**src/rtl/key_conditioner.sv**
```systemverilog
// key_conditioner: per-key synchroniser, debouncer and hold-to-repeat
// generator. Each key runs in its own key_conditioner_chan instance, so
// channels share nothing but the clock and reset.

module key_conditioner_chan #(
  parameter int DEB_CYCLES    = 240_000,
  parameter int REPEAT_DELAY  = 6_000_000,
  parameter int REPEAT_PERIOD = 1_200_000,
  parameter bit REP_EN        = 1'b1
) (
  input  logic clk,
  input  logic rst_n,
  input  logic key_in,   // polarity-normalised raw level, 1 = pressed
  output logic level,
  output logic press,
  output logic rel,
  output logic rep
);

  localparam int DW   = $clog2(DEB_CYCLES);
  localparam int HMAX = (REPEAT_DELAY > REPEAT_PERIOD) ? REPEAT_DELAY : REPEAT_PERIOD;
  localparam int HW   = (HMAX > 1) ? $clog2(HMAX) : 1;

  localparam logic [DW-1:0] DEB_LAST = DW'(DEB_CYCLES - 1);
  localparam logic [HW-1:0] DLY_LAST = HW'(REPEAT_DELAY - 1);
  localparam logic [HW-1:0] PER_LAST = HW'(REPEAT_PERIOD - 1);

  typedef enum logic [1:0] {
    IDLE      = 2'd0,
    HOLD_WAIT = 2'd1,
    REPEATING = 2'd2
  } st_t;

  logic          sync_q, s;
  logic [DW-1:0] dcnt;
  logic          diff, acc, acc_press, acc_rel;
  st_t           st, st_nxt;
  logic [HW-1:0] hcnt, hcnt_nxt;
  logic          rep_evt;

  // Two-flop synchroniser; resets to "released".
  always_ff @(posedge clk or negedge rst_n) begin
    if (!rst_n) begin
      sync_q <= 1'b0;
      s      <= 1'b0;
    end else begin
      sync_q <= key_in;
      s      <= sync_q;
    end
  end

  // A change is accepted on the cycle the counter has seen DEB_CYCLES
  // consecutive differing samples; any bounce back clears the count.
  assign diff      = s ^ level;
  assign acc       = diff & (dcnt == DEB_LAST);
  assign acc_press = acc & ~level;
  assign acc_rel   = acc & level;

  // Debounce counter and accepted level.
  always_ff @(posedge clk or negedge rst_n) begin
    if (!rst_n) begin
      dcnt  <= '0;
      level <= 1'b0;
    end else if (!diff) begin
      dcnt  <= '0;
    end else if (acc) begin
      dcnt  <= '0;
      level <= ~level;
    end else begin
      dcnt  <= dcnt + 1'b1;
    end
  end

  // Hold/repeat state and hold counter.
  always_ff @(posedge clk or negedge rst_n) begin
    if (!rst_n) begin
      st   <= IDLE;
      hcnt <= '0;
    end else begin
      st   <= st_nxt;
      hcnt <= hcnt_nxt;
    end
  end

  // Next state: the counter reloads before reaching its bound so it
  // never wraps; an accepted release overrides any repeat that would
  // have fired on the same cycle.
  always_comb begin
    st_nxt   = st;
    hcnt_nxt = hcnt;
    rep_evt  = 1'b0;
    case (st)
      IDLE: begin
        if (acc_press && REP_EN) begin
          st_nxt   = HOLD_WAIT;
          hcnt_nxt = '0;
        end
      end
      HOLD_WAIT: begin
        if (hcnt == DLY_LAST) begin
          st_nxt   = REPEATING;
          hcnt_nxt = '0;
          rep_evt  = 1'b1;
        end else begin
          hcnt_nxt = hcnt + 1'b1;
        end
      end
      REPEATING: begin
        if (hcnt == PER_LAST) begin
          hcnt_nxt = '0;
          rep_evt  = 1'b1;
        end else begin
          hcnt_nxt = hcnt + 1'b1;
        end
      end
      default: begin
        st_nxt   = IDLE;
        hcnt_nxt = '0;
      end
    endcase
    if (acc_rel) begin
      st_nxt   = IDLE;
      hcnt_nxt = '0;
      rep_evt  = 1'b0;
    end
  end

  // Registered one-cycle event pulses, visible the cycle after the event.
  always_ff @(posedge clk or negedge rst_n) begin
    if (!rst_n) begin
      press <= 1'b0;
      rel   <= 1'b0;
      rep   <= 1'b0;
    end else begin
      press <= acc_press;
      rel   <= acc_rel;
      rep   <= rep_evt;
    end
  end

endmodule

module key_conditioner #(
  parameter int                  NUM_KEYS      = 4,
  parameter int                  ACTIVE_LOW    = 1,
  parameter int                  DEB_CYCLES    = 240_000,
  parameter int                  REPEAT_DELAY  = 6_000_000,
  parameter int                  REPEAT_PERIOD = 1_200_000,
  parameter logic [NUM_KEYS-1:0] REPEAT_MASK   = {NUM_KEYS{1'b1}}
) (
  input  logic                clk,
  input  logic                rst_n,
  input  logic [NUM_KEYS-1:0] key_raw,
  output logic [NUM_KEYS-1:0] key_level,
  output logic [NUM_KEYS-1:0] key_press,
  output logic [NUM_KEYS-1:0] key_release,
  output logic [NUM_KEYS-1:0] key_repeat,
  output logic [NUM_KEYS-1:0] key_evt
);

  localparam logic POL = (ACTIVE_LOW != 0);

  logic [NUM_KEYS-1:0] key_norm;

  // Normalise so that 1 always means pressed.
  assign key_norm = key_raw ^ {NUM_KEYS{POL}};

  for (genvar g = 0; g < NUM_KEYS; g++) begin : g_chan
    key_conditioner_chan #(
      .DEB_CYCLES    (DEB_CYCLES),
      .REPEAT_DELAY  (REPEAT_DELAY),
      .REPEAT_PERIOD (REPEAT_PERIOD),
      .REP_EN        (REPEAT_MASK[g])
    ) u_chan (
      .clk    (clk),
      .rst_n  (rst_n),
      .key_in (key_norm[g]),
      .level  (key_level[g]),
      .press  (key_press[g]),
      .rel    (key_release[g]),
      .rep    (key_repeat[g])
    );
  end

  // Both sources are registered, so evt keeps their cycle alignment.
  assign key_evt = key_press | key_repeat;

endmodule

```
**config.mk**
```make
export PLATFORM = sky130hd
export DESIGN_NAME = key_conditioner
export DESIGN_NICKNAME = d
export VERILOG_FILES = /design/src/rtl/key_conditioner.sv
export SDC_FILE = /design/constraint.sdc
export NUM_CORES = 1
export LEC_CHECK = 0
export BUFFER_PORTS_ARGS = -buffer_cell sky130_fd_sc_hd__buf_2
export CAP_MARGIN = 20
export CORE_ASPECT_RATIO = 1.2
export CORE_UTILIZATION = 55
export CTS_CLUSTER_DIAMETER = 100
export CTS_CLUSTER_SIZE = 28
export DETAILED_ROUTE_END_ITERATION = 10
export PLACE_DENSITY = 0.68
export SLEW_MARGIN = 25
export SYNTH_ARGS = -nofsm -noshare
export SYNTH_HDL_FRONTEND = slang
export SYNTH_HIERARCHICAL = 1
export SYNTH_SLANG_ARGS = --single-unit
```
**constraint.sdc**
```tcl
create_clock -name clk -period 5.5 [get_ports clk]
set_clock_uncertainty 0.05 [all_clocks]
set_input_delay 1.1 -clock clk [delete_from_list [all_inputs] [get_ports clk]]
set_output_delay 1.1 -clock clk [all_outputs]
set_load 0.03 [all_outputs]
```
# --- After elaboration in Yosys (flattened, before gate mapping) ---
# Index checks and enable logic that the tools add are counted.
word_totals:
  word_cells: 170
  latchBits: 0
  memories: 0
  mem_bits_rw: 0
  out_inout_bits: 20
  register_bits: 196
  in_bits: 6
  mem_bits_ro: 0
op_classes:
  bitwise: 22
  addsub: 8
  n_reduce_logical: 12
  mux: 60
  div: 0
  n_lt_le_gt_ge: 0
  n_shift: 0
  n_mul: 0
  eq_ne: 32
op_table:
  columns: ["operator", "n"]
  rows:
  - ["2-to-1 mux 23 bit", 16]
  - ["one-hot mux 23 bit (3 select lines)", 4]
  - ["2-to-1 mux 18 bit", 8]
  - ["adder 23 x 1 -> 23 bit (second input constant)", 4]
  - ["equality test 23 x 21 -> 1 bit (second input constant)", 4]
  - ["equality test 23 bit (second input constant)", 4]
  - ["adder 18 x 1 -> 18 bit (second input constant)", 4]
  - ["equality test 18 bit (second input constant)", 4]
  - ["2-to-1 mux 2 bit", 12]
  - ["inequality test 3 x 1 -> 1 bit (second input constant)", 8]
  - ["one-hot mux 2 bit (3 select lines)", 4]
  - ["bitwise AND 1 bit", 12]
  - ["2-to-1 mux 1 bit", 12]
  - ["AND reduction 3 bit", 4]
  - ["equality test 2 x 1 -> 1 bit (second input constant)", 4]
  - ["equality test 2 bit (second input constant)", 4]
  - ["zero test 2 bit", 4]
  - ["inequality test 2 x 1 -> 1 bit (second input constant)", 4]
  - ["one-hot mux 1 bit (2 select lines)", 4]
  - ["AND reduction 2 bit", 4]
  - ["NOT 1 bit", 4]
  - ["NOT 4 bit", 1]
  - ["bitwise OR 4 bit", 1]
  - ["XOR 1 bit", 4]

# --- Longest topological paths before layout ---
logic_depth:
  ltp_word: 6
  ltp_mapped: 8
  ltp_nobuf: 7

# --- By module ---
# Netlist, hierarchy kept.
modules_own_cells:
  columns: ["module", "instances", "seq_area_each_um2", "area_per_inst_um2", "cells_per_inst"]
  rows:
  - ["key_conditioner_chan", 4, 1226.2, 2591.2, 274]
  - ["key_conditioner", 1, 0.0, 40.0, 8]

# --- Least setup slack after synthesis ---
# OpenSTA, ideal clock, no wires.
synth_path:
  kind: "register -> register"
  from: "register g_chan[0].u_chan.hcnt[13]"
  to: "register g_chan[0].u_chan.hcnt[5]"
  setup_ns: 0.118
  synth_period_minus_slack_ns: 2.500
  path_buffers: 2
  arrival_ns: 2.332
  path_slack_ns: 3.000
  stages_incl_launch_ff: 9
  required_time_ns: 5.332
  cell_sequence: "dfrtp_1 buf_6 or4_1 or4_4 o21a_4 o211ai_2 buf_6 nor4_1 a21o_1"
synth_between:
  elab_chain_len: 4
  word_cells_on_any_way: 6
  cone_classes: "eq/ne (2); mux (4)"
synth_lines:
  columns: ["item", "line", "rtl"]
  rows:
  - ["from (decl)", "38", "logic [HW-1:0] hcnt, hcnt_nxt;"]
  - ["from (signal assigned)", "81", "hcnt <= hcnt_nxt;"]
  - ["equality test 23 x 21 -> 1 bit / equality test 23 bit (equally long branches)", "109, 100", null]
  - ["2-to-1 mux 23 bit, on equally long branches", "109, 100", null]
  - ["one-hot mux 23 bit (3 select lines) (*)", "92", "case (st)"]
  - ["2-to-1 mux 23 bit (*)", "121", "if (acc_rel) begin"]
# Every way passes the cells marked *; elsewhere a longest branch is shown, timed or not.
# A chain may end at the register's enable or synchronous reset.

# --- Final worst setup path ---
layout_path:
  from: "register g_chan[2].u_chan.hcnt[13]"
  to: "register g_chan[2].u_chan.hcnt[2]"
layout_between:
  elab_chain_len: 4
  word_cells_on_any_way: 6
  cone_classes: "eq/ne (2); mux (4)"
layout_lines:
  columns: ["item", "line"]
  rows:
  - ["from (decl)", "38"]
  - ["from (signal assigned)", "81"]
  - ["equality test 23 x 21 -> 1 bit / equality test 23 bit (equally long branches)", "109, 100"]
  - ["2-to-1 mux 23 bit, on equally long branches", "109, 100"]
  - ["one-hot mux 23 bit (3 select lines) (*)", "92"]
  - ["2-to-1 mux 23 bit (*)", "121"]
# Marked as above.

==> results.yml <==
floorplanning:
  ios: 26
  floorplan.initialDensity_pct: 56.6
  die_w_um: 128
  die-height_um: 153
  floorplan.die_area_um2: 19500
  core_area_um2: 18400
  core.rowCount: 54
pwr:
  cell_internal_pwr_uw: 2180
  leakage_uw: 0.00488
  max-vdd-ir-drop_mv: 0.201
  power.switching_uw: 590
  sequentialPowerShare_pct: 52.6
  switching_part_of_the_total_pct: 21.3
  pwr-share-clk_pct: 45.4
  p_comb_share_pct: 2.0
  power.density_cell_area_nw_per_um2: 247
global_route:
  total_routing_resource_utilization_after_global_routing_pct: 22.5
  overflow: 0
  grt_first_pass_wirelength_um: 35900
  grt_pass1_vias: 7772
  antenna_found_initial: 0
  grt_start_max_net_pins: 112
final_layout:
  finished_layout_cells: 1381
  final_common_cell: "sky130_fd_sc_hd__dfrtp_1"
  mostFrequentLayoutCells: "sky130_fd_sc_hd__dfrtp_1, sky130_fd_sc_hd__nand3_1, sky130_fd_sc_hd__nand2_1, sky130_fd_sc_hd__nor2_1"
  layout.nets: 1147
  antenna-diode-count: 0
  area_overhead_of_the_layout_relative_to_synthesis_pct: 7.86
  final.fill_count: 1588
  layout-drive-gt1-share_pct: 6.55
  postLayoutCoreUtil_pct: 61.1
place:
  gp_routability_congestion: 0.846
  numPlacedInstances: 1350
  port_buffers: 25
  detailedPlacementHpwl_um: 13400
hold_path:
  hp-class: "reg2reg"
critical_path:
  critPathRequiredTime_ns: 5.76
  path_class: "reg2reg"
  startpoint_type: "register"
  critical-path-slowest-cell: "sky130_fd_sc_hd__o211ai_2"
  cp_slowest_stage_delay_ns: 0.72
  worst_setup_path_end_kind: "register"
  worst_ep_arrival_time_ns: 3.29
  crit_chain: "or4_1 > or4_4 > o21a_4 > o211ai_2 > nor3b_1 > a21o_1"
  worstPathMaxFanout: 21
timing:
  max_slew.worst_pin.slew_ns: 0.888
  hold_viol_final: 0
  min_period_over_period_pct: 55.1
  maxSlewHeadroom_pct: 40.6
  rsz0062_at_grt: "no"
  maxClockFrequency_mhz: 330
  timing.final.max_slew_violations: 0
  totalNegativeSetupSlack_ns: 0
  finalSetupViolations: 0
  final_period_minus_worst_setup_slack_ns: 3.03
run_status:
  outcome: "complete, no violations"
synth:
  cell_area_after_synthesis_um2: 10400
  synth_nets: 1134
  yosys_most_used_dff: "sky130_fd_sc_hd__dfrtp_1"
  ys_ff_latch: 196
  number_of_synthesized_flops_with_an_enable_pin: 0
  synth.yosys.seq_area_share_pct: 47.1
  number_of_warnings_printed_during_yosys_synthesis: 6
  synthesis.instances: 1104
  yosys.cell_types.count: 41
  synth-async-reset-ratio_pct: 100
  syn-mean-instance-area_um2: 9.42
clock_tree:
  clk_latency_ns: 0.42
  cts_repair_resize_count: 0
  cts_hold_buffers: 0
  clock_tree.htree_level_count: 4
  clk_pin_slew_ns: 0.07
  cts.sink_count: 196
  postCtsSetupRepairBufs: 0
  buffer_cell_driving_the_clock_tree_root: "sky130_fd_sc_hd__clkbuf_16"
  cts-buffers-inserted: 17
  tritoncts: "done"
  max-clock-path-buffers: 2
routing:
  vias: 8093
  total_length_of_routed_wires_um: 20300
  drtIter0Drc: 415
  post_drt_via_cell_ratio: 5.86
  wire_per_inst_um: 14.7
  drc: 0
  ant_nets: 0
  drt_first_pass_iters: 4
job:
  timing.max_cap.violations: 0
==> area by class of cell <==
class	instances	area, um2	area share (%)
Multi-Input combinational cell	860	5200	46.3
Sequential cell	196	4900	43.7
Clock buffer	20	437	3.89
Tap cell	252	315	2.81
Timing Repair Buffer	26	154	1.37
Clock inverter	11	153	1.36
Inverter	16	60.1	0.535
==> cells in the mapped netlist (24+ instances only) <==
library cell              number  area, um2
sky130_fd_sc_hd__and3_1       28        175
sky130_fd_sc_hd__nor3_1       32        160
sky130_fd_sc_hd__xor2_1       48        420
sky130_fd_sc_hd__o21ai_0      36        180
sky130_fd_sc_hd__ha_1         24        300
sky130_fd_sc_hd__a21o_1       24        180
sky130_fd_sc_hd__nand3_1     144        721
sky130_fd_sc_hd__nand2_1     116        435
sky130_fd_sc_hd__dfrtp_1     196       4900
sky130_fd_sc_hd__or3_1        36        225
sky130_fd_sc_hd__nor4_1       24        150
sky130_fd_sc_hd__nor2_1      116        435
sky130_fd_sc_hd__nand4_1      48        300
sky130_fd_sc_hd__xnor2_1      24        210
==> worst max-delay path, delay by kind of cell, from the launching register on <==
family	cells	cell delay, ns
compound gates	3	1.17
flops	1	0.47
simple gates	3	1.24
==> per-layer routing <==
metal	routed length [um]	part of all wire (%)	global-route usage [%]
met5	0	0	0
met3	417	2.1	3.97
met1	9540	47	28.7
met2	10200	50	39.0
met4	110	0.54	6.18
==> per-stage QoR <==
stage | area, um2 | total power [uW] | hold WS [ns] | worst slack, ns
final | 11200 | 2770 | 0.297 | 2.47
after CTS | 11200 | 2800 | 0.297 | 2.49
after floorplan | 10400 | 1500 | 0.281 | 3.00
after detailed placement | 10600 | 1540 | 0.287 | 2.50
after global routing | 11200 | 2870 | 0.299 | 2.26
after global placement | 10600 | 1540 | 0.284 | 2.53
==> final timing paths <==
path / startpoint / end / slack (ns) / depth (start not counted)
setup / recovery: g_chan[2].u_chan/hcnt[13] / g_chan[2].u_chan/hcnt[2] / 2.47 / 6
hold / removal: g_chan[1].u_chan/sync_q / g_chan[1].u_chan/s / 0.30 / 0
setup reg to reg: g_chan[2].u_chan/hcnt[13] / g_chan[2].u_chan/hcnt[2] / 2.47 / 6
hold reg to reg: g_chan[1].u_chan/sync_q / g_chan[1].u_chan/s / 0.30 / 0
max in group asynchronous: rst_n / g_chan[3].u_chan/hcnt[13] / 3.68 / 2
min in group asynchronous: rst_n / g_chan[2].u_chan/dcnt[11] / 0.75 / 1
==> state kept, by name, summed over array words and instances (netlist names) <==
name	cells
g_chan.u_chan/hcnt	92
g_chan.u_chan/press	4
g_chan.u_chan/sync_q	4
g_chan.u_chan/st	8
g_chan.u_chan/dcnt	72
g_chan.u_chan/rel	4
g_chan.u_chan/rep	4
g_chan.u_chan/s	4
g_chan.u_chan/level	4
==> power groups by stage <==
| stage | clock (uW) | combinational, uW | sequential, uW |
|---|---|---|---|
| final | 1260 | 55.2 | 1460 |
| after global routing | 1350 | 66.8 | 1460 |
| after CTS | 1290 | 59.0 | 1460 |
| after detailed placement | 0 | 58.6 | 1480 |
| after global placement | 0 | 58.4 | 1480 |
| after floorplan | 0 | 19.9 | 1480 |
==> logic make-up (layout without fill, tap and decap cells) <==
logic type	count (synthesis)	after routing	synth area share (%)
muxes	4	4	0.385
xor gates and xnor gates	72	72	6.06
adders and majority gates	24	24	2.89
AOI/OAI and AO/OA	132	132	9.24
buffers and inverters	48	73	2.89
DFF	196	196	47.1
and+or+nand+nor	628	628	31.4
(Power assumes the default switching activity.)
